**src/rtl/cordic_add_sub_pipe.sv**
```systemverilog
// rtl/cordic_add_sub_pipe.sv - multi-lane pipelined signed add/subtract with overflow detect
//
// Each lane computes X+Y (a_s=0) or X-Y (a_s=1) at N+1 bits in stage 1.
// The result then travels through a PIPE-deep valid/ready elastic pipeline.
// Overflow is flagged per lane and collected into a sticky register when
// the beat leaves the unit.
//
// Build option: CORDIC_ADDSUB_SAT_EN
//   defined   - overflowing lanes saturate to the most positive/negative value
//   undefined - overflowing lanes wrap (low N bits of the N+1 bit sum)
//
// Ports:
//   clk, rst_n           clock (rising edge), asynchronous active-low reset
//   in_valid, in_ready   input handshake
//   x, y                 lane i operands at [i*N +: N]
//   a_s                  per lane: 1 = X-Y, 0 = X+Y
//   out_valid, out_ready output handshake
//   result               lane i result at [i*N +: N]
//   ovf                  per-lane overflow of the beat on result
//   ovf_sticky           per-lane overflow seen at the output since last clear
//   clr_ovf              synchronous clear of ovf_sticky (a same-cycle set wins)
module cordic_add_sub_pipe #(
    parameter int N     = 32,
    parameter int LANES = 3,
    parameter int PIPE  = 2
) (
    input  logic                 clk,
    input  logic                 rst_n,
    input  logic                 in_valid,
    output logic                 in_ready,
    input  logic [LANES*N-1:0]   x,
    input  logic [LANES*N-1:0]   y,
    input  logic [LANES-1:0]     a_s,
    output logic                 out_valid,
    input  logic                 out_ready,
    output logic [LANES*N-1:0]   result,
    output logic [LANES-1:0]     ovf,
    output logic [LANES-1:0]     ovf_sticky,
    input  logic                 clr_ovf
);

    logic [PIPE-1:0]        v_q;
    logic [PIPE-1:0]        adv;
    logic [LANES*N-1:0]     d_q  [PIPE];
    logic [LANES-1:0]       o_q  [PIPE];

    logic [PIPE-1:0]        v_in;
    logic [LANES*N-1:0]     d_in [PIPE];
    logic [LANES-1:0]       o_in [PIPE];

    logic [LANES*N-1:0]     s1_d;
    logic [LANES-1:0]       s1_o;
    logic [N:0]             sum  [LANES];
    logic                   out_fire;

    // Stage-1 arithmetic: sign-extend to N+1 bits so the true sum is exact;
    // overflow is then just a disagreement between the top two bits.
    always_comb begin
        s1_d = '0;
        s1_o = '0;
        for (int i = 0; i < LANES; i++) begin
            if (a_s[i])
                sum[i] = {x[i*N+N-1], x[i*N +: N]} - {y[i*N+N-1], y[i*N +: N]};
            else
                sum[i] = {x[i*N+N-1], x[i*N +: N]} + {y[i*N+N-1], y[i*N +: N]};
            s1_o[i] = sum[i][N] ^ sum[i][N-1];
`ifdef CORDIC_ADDSUB_SAT_EN
            if (s1_o[i])
                s1_d[i*N +: N] = sum[i][N] ? {1'b1, {(N-1){1'b0}}} : {1'b0, {(N-1){1'b1}}};
            else
                s1_d[i*N +: N] = sum[i][N-1:0];
`else
            s1_d[i*N +: N] = sum[i][N-1:0];
`endif
        end
    end

    // Stage k may load when any stage from k to the output is empty or the
    // output is being taken. Written as a flat reduction rather than a
    // stage-to-stage ripple so there is no combinational self-reference.
    always_comb begin
        adv = '0;
        for (int k = 0; k < PIPE; k++)
            adv[k] = out_ready | (((~v_q) >> k) != '0);
    end

    // What each stage would load: stage 0 from the adder, others from the
    // stage before.
    always_comb begin
        v_in = '0;
        for (int k = 0; k < PIPE; k++) begin
            d_in[k] = '0;
            o_in[k] = '0;
        end
        v_in[0] = in_valid;
        d_in[0] = s1_d;
        o_in[0] = s1_o;
        for (int k = 1; k < PIPE; k++) begin
            v_in[k] = v_q[k-1];
            d_in[k] = d_q[k-1];
            o_in[k] = o_q[k-1];
        end
    end

    assign out_fire = v_q[PIPE-1] & out_ready;

    always_ff @(posedge clk or negedge rst_n) begin
        if (!rst_n) begin
            v_q        <= '0;
            ovf_sticky <= '0;
            for (int k = 0; k < PIPE; k++) begin
                d_q[k] <= '0;
                o_q[k] <= '0;
            end
        end else begin
            for (int k = 0; k < PIPE; k++) begin
                if (adv[k]) begin
                    v_q[k] <= v_in[k];
                    d_q[k] <= d_in[k];
                    o_q[k] <= o_in[k];
                end
            end
            // Clear first, then OR in this cycle's set so a set wins.
            ovf_sticky <= (clr_ovf ? '0 : ovf_sticky) | (out_fire ? o_q[PIPE-1] : '0);
        end
    end

    assign in_ready  = adv[0];
    assign out_valid = v_q[PIPE-1];
    assign result    = d_q[PIPE-1];
    assign ovf       = o_q[PIPE-1];

endmodule

```
**config.mk**
```make
export PLATFORM = sky130hd
export DESIGN_NAME = cordic_add_sub_pipe
export DESIGN_NICKNAME = d
export VERILOG_FILES = /design/src/rtl/cordic_add_sub_pipe.sv
export SDC_FILE = /design/constraint.sdc
export NUM_CORES = 1
export LEC_CHECK = 0
export BUFFER_PORTS_ARGS = -buffer_cell sky130_fd_sc_hd__buf_2
export CORE_MARGIN = 5
export CORE_UTILIZATION = 51
export CTS_BUF_LIST = sky130_fd_sc_hd__clkbuf_16
export CTS_CLUSTER_DIAMETER = 40
export DETAILED_ROUTE_END_ITERATION = 7
export GPL_TIMING_DRIVEN = 0
export HOLD_SLACK_MARGIN = 0.08
export PLACE_DENSITY = 0.79
export SLEW_MARGIN = 10
export SYNTH_ARGS = -nofsm -noshare
export SYNTH_HDL_FRONTEND = slang
export SYNTH_SLANG_ARGS = --single-unit
```
**constraint.sdc**
```tcl
create_clock -name clk -period 1.85 [get_ports clk]
set_input_delay 0.37 -clock clk [delete_from_list [all_inputs] [get_ports clk]]
set_output_delay 0.37 -clock clk [all_outputs]
set_load 0.05 [all_outputs]
```
==> out/metrics.sh, run 1 <==
YOSYSWARNINGS=0
YS_FF_LATCH=203
FINALHOLDVIOLCOUNT=0
WHS_ENDPOINT='ovf_sticky[0]'
ROUTED_WIRELENGTH_UM=52500
SYNTHESIS.NETS=2049
FIN_HOLD_WS_PS=120
CRIT-REG2REG-CAPTURE='d_in[88]'
MOST-COMMON-LAYOUT-CELLS='395 x sky130_fd_sc_hd__nand2_1, 286 x sky130_fd_sc_hd__buf_2, 202 x sky130_fd_sc_hd__dfrtp_1'
TIMING.SETUP.CRITICAL_PATH_CLASS='in2reg'
NUM_ANTENNA_CELLS=0
WORST_SLEW_PIN_SLEW_PS=792
CP_MAX_FANOUT=4
SYN_AREA_UM2=14100
VIASPERCELL=5.90
MIN_PERIOD_OVER_PERIOD_PCT=207
MULTI_INPUT_COMB_AREA_UM2=10500
NNETSFINAL=2574
DRC=0
MAX_CLOCK_FREQ_MHz=261
AREA_GROWTH_SYN_TO_LAYOUT_PCT=49.4
EFFECTIVE_UTILIZATION_AT_FLOORPLAN_PCT=52.0
ROWS=60
WORST-R2R-SETUP-SLACK_PS=-110
LAYOUTNONFILLERINSTCOUNT=2635
VIA_COUNT=15558
SLEW_HEADROOM_PCT=46.7
WIRE_PER_INST_UM=19.9
SETUP.WORST_PATH.END_CLASS='register'
POST_SYNTH_EDFFS=0
DPL.CELL_COUNT=2391
LAYOUT.CELLS.MOST_COMMON='sky130_fd_sc_hd__nand2_1'
POST-ROUTE-WORST-SETUP-SLACK_PS=-1980
TIMING.HOLD.WORST.CLASS='in2reg'
WORSTREG2REGSTART='v_q[1]'
SYNTH_SEQ_AREA_SHARE_PCT=36.2
FINAL_ANTENNA_NET_COUNT=0
CLOCK-SINKS=203
GLOBALROUTE.TOTALOVERFLOW=0
CTSROOTBUFFERMASTER='sky130_fd_sc_hd__clkbuf_16'
IO_PINS=304
DRV_SLEW=0
GRT_SETUP_UNREPAIRED='true'
DIE_OUTLINE_AREA_UM2=31000
PORT_BUFFERS=302
DRT_FIRST_PASS_ITERS=5
YOSYSUNIQUECELLTYPES=69
HORIZONTAL_EXTENT_OF_THE_DIE_UM=176
FINALCRITICALPERIOD_PS=3830
GLOBAL_ROUTE_WIRE_LENGTH_BEFORE_REPAIR_UM=76100
PLACE.GP.CONGESTION=0.974
STATUS='finished, violations left'
DESIGN.CORE.AREA_UM2=27000
NUMBER_OF_GLOBAL_ROUTE_VIAS_BEFORE_REPAIR=15151
FINAL_CORE_AREA_UTILIZATION_PCT=77.7
SYNTHCELLS=1747
SYNTHDOMINANTAREACELLTYPE='sky130_fd_sc_hd__dfrtp_1'
HP-START='clr_ovf'
FILLER_CELL_COUNT=1701
POST_SYNTH.CELL_AREA_AVG_UM2=8.04
WORST_SETUP_PATH_START_KIND='input port'
FF2FF_PATH_DEPTH=7
HTREEDEPTH=1
DIE_H_UM=176
CTS_TREE='done'
TIMING.CRITICAL_PATH.FROM='y[5]'
LEAKAGE_nW=9.92
FINAL_WORST_CLOCK_SKEW_PS=13.7
IR_DROP_mV=1.10
PIN_COUNT_OF_THE_BIGGEST_NET_ENTERING_GLOBAL_ROUTING=104
ASYNC_FLOP_SHARE_PCT=100
CLK_PATH_BUF_DEPTH=3
WORST_EP_ARRIVAL_TIME_PS=4230
WORST_HOLD_PATH_CELLS=2
LATEST_CLOCK_ARRIVAL_WITHIN_THE_WORST_SKEW_PAIR_PS=530
CP.REQUIRED_PS=2250
LAYOUT-DRIVE-GT1-SHARE_PCT=39.9
ANTENNA_FOUND_INITIAL=1
CLK_TRANSITION_REPORTED_PATHS_PS=60
SYNTH_TOP_CELLS_BY_AREA='sky130_fd_sc_hd__dfrtp_1 36%, sky130_fd_sc_hd__nand2_1 11%, sky130_fd_sc_hd__ha_1 8.8%, sky130_fd_sc_hd__xnor2_1 8.2%, sky130_fd_sc_hd__a21oi_1 5.8%'
SYNTH_TOP_CELL_AREA_SHARE_PCT=36.2
FINALSETUPVIOLATIONS=82
PLACEDINSTANCEAREA_UM2=16700
SYNTHFLOPTYPE='sky130_fd_sc_hd__dfrtp_1'
POST_ROUTE_DESIGN_AREA_UM2=21000
TRITONCTS.NUM_BUFFERS=31
POWER_DENSITY_nW_PER_UM2=1100
GR-USAGE-ALL-LAYERS_PCT=29.8
AREA.SEQUENTIAL_UM2=5080
INITIALDRTVIOLATIONCOUNT=1370
MAXCAPVIOLCOUNT=0
POST-DP-HPWL_UM=34200
VIOLATIONS='setup timing'
==> power breakdown <==
part | leakage (nW) | internal, mW | switching [mW]
registers | 2.41 | 5.81 | 0.883
logic | 7.00 | 3.81 | 6.77
clock network | 0.511 | 3.56 | 2.28
total | 9.92 | 13.2 | 9.94
==> critical path, stage by stage <==
cell	delay, ps
sky130_fd_sc_hd__buf_8	100
sky130_fd_sc_hd__or4_4	590
sky130_fd_sc_hd__nor4_4	190
sky130_fd_sc_hd__and3b_2	270
sky130_fd_sc_hd__buf_4	120
sky130_fd_sc_hd__a21oi_2	60
sky130_fd_sc_hd__xnor2_2	180
sky130_fd_sc_hd__ha_1	320
sky130_fd_sc_hd__and2_4	180
sky130_fd_sc_hd__a221oi_4	300
sky130_fd_sc_hd__o21bai_4	110
sky130_fd_sc_hd__a221o_1	340
sky130_fd_sc_hd__a221oi_2	310
sky130_fd_sc_hd__o21ai_2	110
sky130_fd_sc_hd__xor2_2	180
sky130_fd_sc_hd__xnor2_2	160
sky130_fd_sc_hd__xnor2_2	250
sky130_fd_sc_hd__o21ai_1	90
==> registers in the layout (all words and copies together), names as in the netlist <==
register	cells
result	96
ovf_sticky	3
ovf	3
d_in	96
v_q	2
o_in	3
==> through the flow <==
step	power [mW]	worst slack, ps	TNS, ps
after global placement	15.1	-3290	-735140
after global routing	24.2	-2110	-98750
after CTS	22.2	-2020	-79050
after floorplan	12.8	-2120	-88630
after detailed placement	15.3	-3000	-149820
final	23.1	-1980	-91530
==> kinds of logic after synthesis <==
logic type | Yosys count | share of synthesized area [%]
multiplexers | 6 | 0.445
buffers and inverters | 104 | 2.78
flip-flops | 203 | 36.2
adder cells (fa/ha/maj) | 102 | 9.24
AO/OA/AOI/OAI | 407 | 17.3
XOR/XNOR | 180 | 11.2
AND/OR/NAND/NOR | 745 | 22.9
==> area by class of cell <==
cell class / count / share of cell area, %
buffer: 53 / 1.69
clock buffer: 31 / 3.69
clock inverter: 24 / 1.28
inverter: 42 / 0.822
multi-input combinational: 1440 / 50.2
sequential: 203 / 24.2
tap: 341 / 2.03
timing repair buffer: 501 / 16.1
==> synthesized netlist by cell type (all sizes together), types with 6 or more instances <==
cell	instances
nor2	162
nand2	417
o21a	13
or3	8
a31oi	15
o21bai	10
nor4	12
and3	11
nor3	38
xor2	48
xnor2	132
nand2b	23
nand3	21
clkbuf	56
dfrtp	203
nor3b	7
o211ai	7
inv	42
nor2b	16
o31ai	12
a21oi	163
nand4	12
buf	6
a211oi	8
ha	99
o21ai	106
a21o	37
==> routing by layer <==
layer  global-route usage [%]  wire, µm
met1                     37.7     20600
met2                     51.0     25300
met3                     6.08      4160
met4                     10.6      2540
met5                        0         7
==> worst max-delay path by stage <==
| stage | to | slack, ps | depth (start not counted) |
|---|---|---|---|
| 6_report | o_in[0] | -1980 | 18 |
| 4_1_cts | o_in[0] | -2020 | 19 |
| 5_1_grt | o_in[0] | -2110 | 20 |
| 2_1_floorplan | o_in[2] | -2120 | 21 |
| 3_3_place_gp | v_q[1] | -3290 | 1 |
| 3_5_place_dp | o_in[0] | -3000 | 20 |
==> repair_timing <==
action,4_1_cts,5_1_grt
gates resized for setup,241,193
setup endpoints to repair,163,97
setup buffers,137,84
endpoints found under the hold margin,101,0
hold buffers,2,0
pin swaps,185,170
gates cloned,0,0
(Power assumes the default switching activity.)
==> inputs of run 2 (changes only) <==
- CELL_PAD_IN_SITES_DETAIL_PLACEMENT: unset -> 2
- CELL_PAD_IN_SITES_GLOBAL_PLACEMENT: unset -> 2
- CORE_UTILIZATION: 51 -> 29
- PLACE_DENSITY: 0.79 -> unset
- PLACE_DENSITY_LB_ADDON: unset -> 0.1
==> out/metrics.sh, run 2 (synthesized netlist as in run 1, its figures left out) <==
FF2FF_PATH_DEPTH=9
CP_MAX_FANOUT=5
ROWS=80
LATEST_CLOCK_ARRIVAL_WITHIN_THE_WORST_SKEW_PAIR_PS=550
CTS_TREE='done'
CLOCK-SINKS=203
NUM_ANTENNA_CELLS=0
TIMING.CRITICAL_PATH.SLOWEST_CELL_DELAY_PS=500
POST-DP-HPWL_UM=43900
FINALHOLDVIOLCOUNT=0
GLOBALROUTE.TOTALOVERFLOW=0
COMB_POWER_SHARE_PCT=43.5
WORST-R2R-SETUP-SLACK_PS=-250
GRT_SETUP_UNREPAIRED='true'
CP_CELL_SEQUENCE='buf_2 -> nor4_1 -> nor2b_1 -> nand3b_1 -> buf_4 -> o21ai_1 -> xor2_1 -> ha_1 -> o21ai_0 -> nand2b_1 -> a31oi_1 -> nor2_2 -> o21ai_2 -> a21oi_2 -> nor2b_1 -> buf_4 -> mux2_4 -> a311oi_2 -> nand3_1'
STATUS='finished, violations left'
MOST-COMMON-LAYOUT-CELLS='388 x sky130_fd_sc_hd__nand2_1, 285 x sky130_fd_sc_hd__buf_2, 202 x sky130_fd_sc_hd__dfrtp_1'
WORST_EP_ARRIVAL_TIME_PS=4500
FINAL_ANTENNA_NET_COUNT=0
SW_FRAC_OF_TOTAL_PCT=42.0
ANTENNA_FOUND_INITIAL=1
PLACE.GP.CONGESTION=0.846
CTSROOTBUFFERMASTER='sky130_fd_sc_hd__clkbuf_16'
HTREEDEPTH=2
EFFECTIVE_UTILIZATION_AT_FLOORPLAN_PCT=29.4
FILLER_CELL_COUNT=5111
SEQPWRFRAC_PCT=26.0
DRV_SLEW=0
WIRE_PER_INST_UM=22.8
LAYOUT.CELLS.MOST_COMMON='sky130_fd_sc_hd__nand2_1'
POWER.NET_SWITCHING_mW=10.9
TOTAL_POWER_mW=25.9
SLEW_HEADROOM_PCT=43.1
TIMING.CRITICAL_PATH.FROM='y[77]'
DESIGN.CORE.AREA_UM2=47800
WORST_HOLD_PATH_CELLS=3
PORT_BUFFERS=302
AREA_GROWTH_SYN_TO_LAYOUT_PCT=60.4
MIN_PERIOD_OVER_PERIOD_PCT=221
VIOLATIONS='setup timing'
CRITICAL-PATH-TOP-DELAY-FAMILY='simple AND/OR/NAND/NOR gates'
FIN_HOLD_WS_PS=179
PIN_COUNT_OF_THE_BIGGEST_NET_ENTERING_GLOBAL_ROUTING=100
NUMBER_OF_GLOBAL_ROUTE_VIAS_BEFORE_REPAIR=17186
TIMING.HOLD.WORST.CLASS='in2reg'
HP-START='y[0]'
POST-ROUTE-WORST-SETUP-SLACK_PS=-2230
HORIZONTAL_EXTENT_OF_THE_DIE_UM=230
TIMING.SETUP.CRITICAL_PATH_CLASS='in2reg'
INTERNAL-POWER_mW=15.0
CP.REQUIRED_PS=2260
VIASPERCELL=5.16
DRT_FIRST_PASS_ITERS=5
POST_ROUTE_DESIGN_AREA_UM2=22500
VIA_COUNT=15316
MAX_CLOCK_FREQ_MHz=245
LEAKAGE_nW=10.5
FINALSETUPVIOLATIONS=83
POWER_FRAC_CLOCK_PCT=30.6
IR_DROP_mV=0.900
WHS_ENDPOINT='d_in[0]'
INITIALDRTVIOLATIONCOUNT=465
CLK_PATH_BUF_DEPTH=3
PLACEDINSTANCEAREA_UM2=17100
POST-PLACE-WS_PS=-3150
GLOBAL_ROUTE_WIRE_LENGTH_BEFORE_REPAIR_UM=95900
FINAL_WORST_CLOCK_SKEW_PS=17.1
CLK_TRANSITION_REPORTED_PATHS_PS=50
TIMING.CRITICAL_PATH.BUF_INV=3
POWER_DENSITY_nW_PER_UM2=1150
TIMING.SETUP.TNS_PS=-101400
FINALCRITICALPERIOD_PS=4080
WORST_SLEW_PIN_SLEW_PS=845
TRITONCTS.NUM_BUFFERS=43
NNETSFINAL=2624
ROUTED_WIRELENGTH_UM=67800
SETUP.WORST_PATH.END_CLASS='register'
IO_PINS=304
MAXCAPVIOLCOUNT=0
CRITICAL-PATH-SLOWEST-CELL='sky130_fd_sc_hd__nor4_1'
DRC=0
WORSTREG2REGSTART='v_q[1]'
WORST_SETUP_PATH_START_KIND='input port'
CRIT-REG2REG-CAPTURE='o_in[2]'
DIE_OUTLINE_AREA_UM2=53000
LAYOUT-DRIVE-GT1-SHARE_PCT=43.0
DIE_H_UM=230
GR-USAGE-ALL-LAYERS_PCT=22.5
## run 2: changes by cell type in the layout (fill, tap and decap cells not counted), moves of 7 or more
cell	change
sky130_fd_sc_hd__o21ai_0	-9
sky130_fd_sc_hd__nand2_1	-7
sky130_fd_sc_hd__clkbuf_16	+14
sky130_fd_sc_hd__buf_4	+31
sky130_fd_sc_hd__o21ai_1	+9
sky130_fd_sc_hd__ha_1	-8
sky130_fd_sc_hd__clkbuf_1	-10
## run 2: area by class of cell
| cell class | instances | area (µm²) | share of cell area (%) |
|---|---|---|---|
| Buffer | 55 | 494 | 2.19 |
| Sequential cell | 203 | 5080 | 22.5 |
| Timing Repair Buffer | 537 | 3740 | 16.6 |
| Clock inverter | 36 | 415 | 1.84 |
| Clock buffer | 43 | 1080 | 4.78 |
| Multi-Input combinational cell | 1440 | 10800 | 47.8 |
| Tap cell | 615 | 769 | 3.41 |
| Inverter | 42 | 178 | 0.788 |
## run 2: worst register-to-register path, stage by stage (launching register included)
cell and delay [ps]:
sky130_fd_sc_hd__dfrtp_2 440, sky130_fd_sc_hd__nand2b_1 110, sky130_fd_sc_hd__buf_8 170, sky130_fd_sc_hd__nor2_4 190
sky130_fd_sc_hd__clkbuf_16 210, sky130_fd_sc_hd__nor3b_1 70, sky130_fd_sc_hd__nor2b_1 150, sky130_fd_sc_hd__mux2_4 300
sky130_fd_sc_hd__a311oi_2 240, sky130_fd_sc_hd__nand3_1 120
## run 2: worst max-delay path by stage
stage	endpoint	slack, ps	cells after the start
after floorplan	o_in[2]	-2120	21
after global placement	v_q[1]	-3810	1
after detailed placement	o_in[0]	-3150	21
after CTS	o_in[0]	-2070	19
after global routing	o_in[2]	-2370	19
final	o_in[2]	-2230	19
## run 2: per-layer routing
metal / up-vias / part of all wire (%) / routed length, µm / track usage [%]
met2: 296 / 53 / 36200 / 42.4
met4: 2 / 2.7 / 1830 / 5.49
li1: 7149 / - / - / -
met1: 7760 / 40 / 27200 / 26.2
met3: 109 / 3.8 / 2590 / 4.07
met5: - / 0.010 / 7 / 0
## run 2: through the flow
step,instances,utilization (%)
after global routing,2971,47.1
after CTS,2904,44.3
after detailed placement,2666,35.7
after global placement,2664,35.6
final,2971,47.1
after floorplan,1747,-
## run 2: power groups by stage
stage / sequential [mW] / clock [mW] / combinational, mW
final: 6.73 / 7.94 / 11.3
after global routing: 6.89 / 8.36 / 12.0
after floorplan: 8.87 / 0 / 3.90
after detailed placement: 6.76 / 0 / 8.96
after global placement: 6.70 / 0 / 8.74
after CTS: 6.72 / 8.10 / 10.3
## run 2: repair_timing
action,in CTS,in global routing
endpoints found under the setup margin,201,108
pin swaps,196,190
hold endpoints to repair,108,0
setup buffers,164,83
hold buffers,3,0
gates resized for setup,332,200
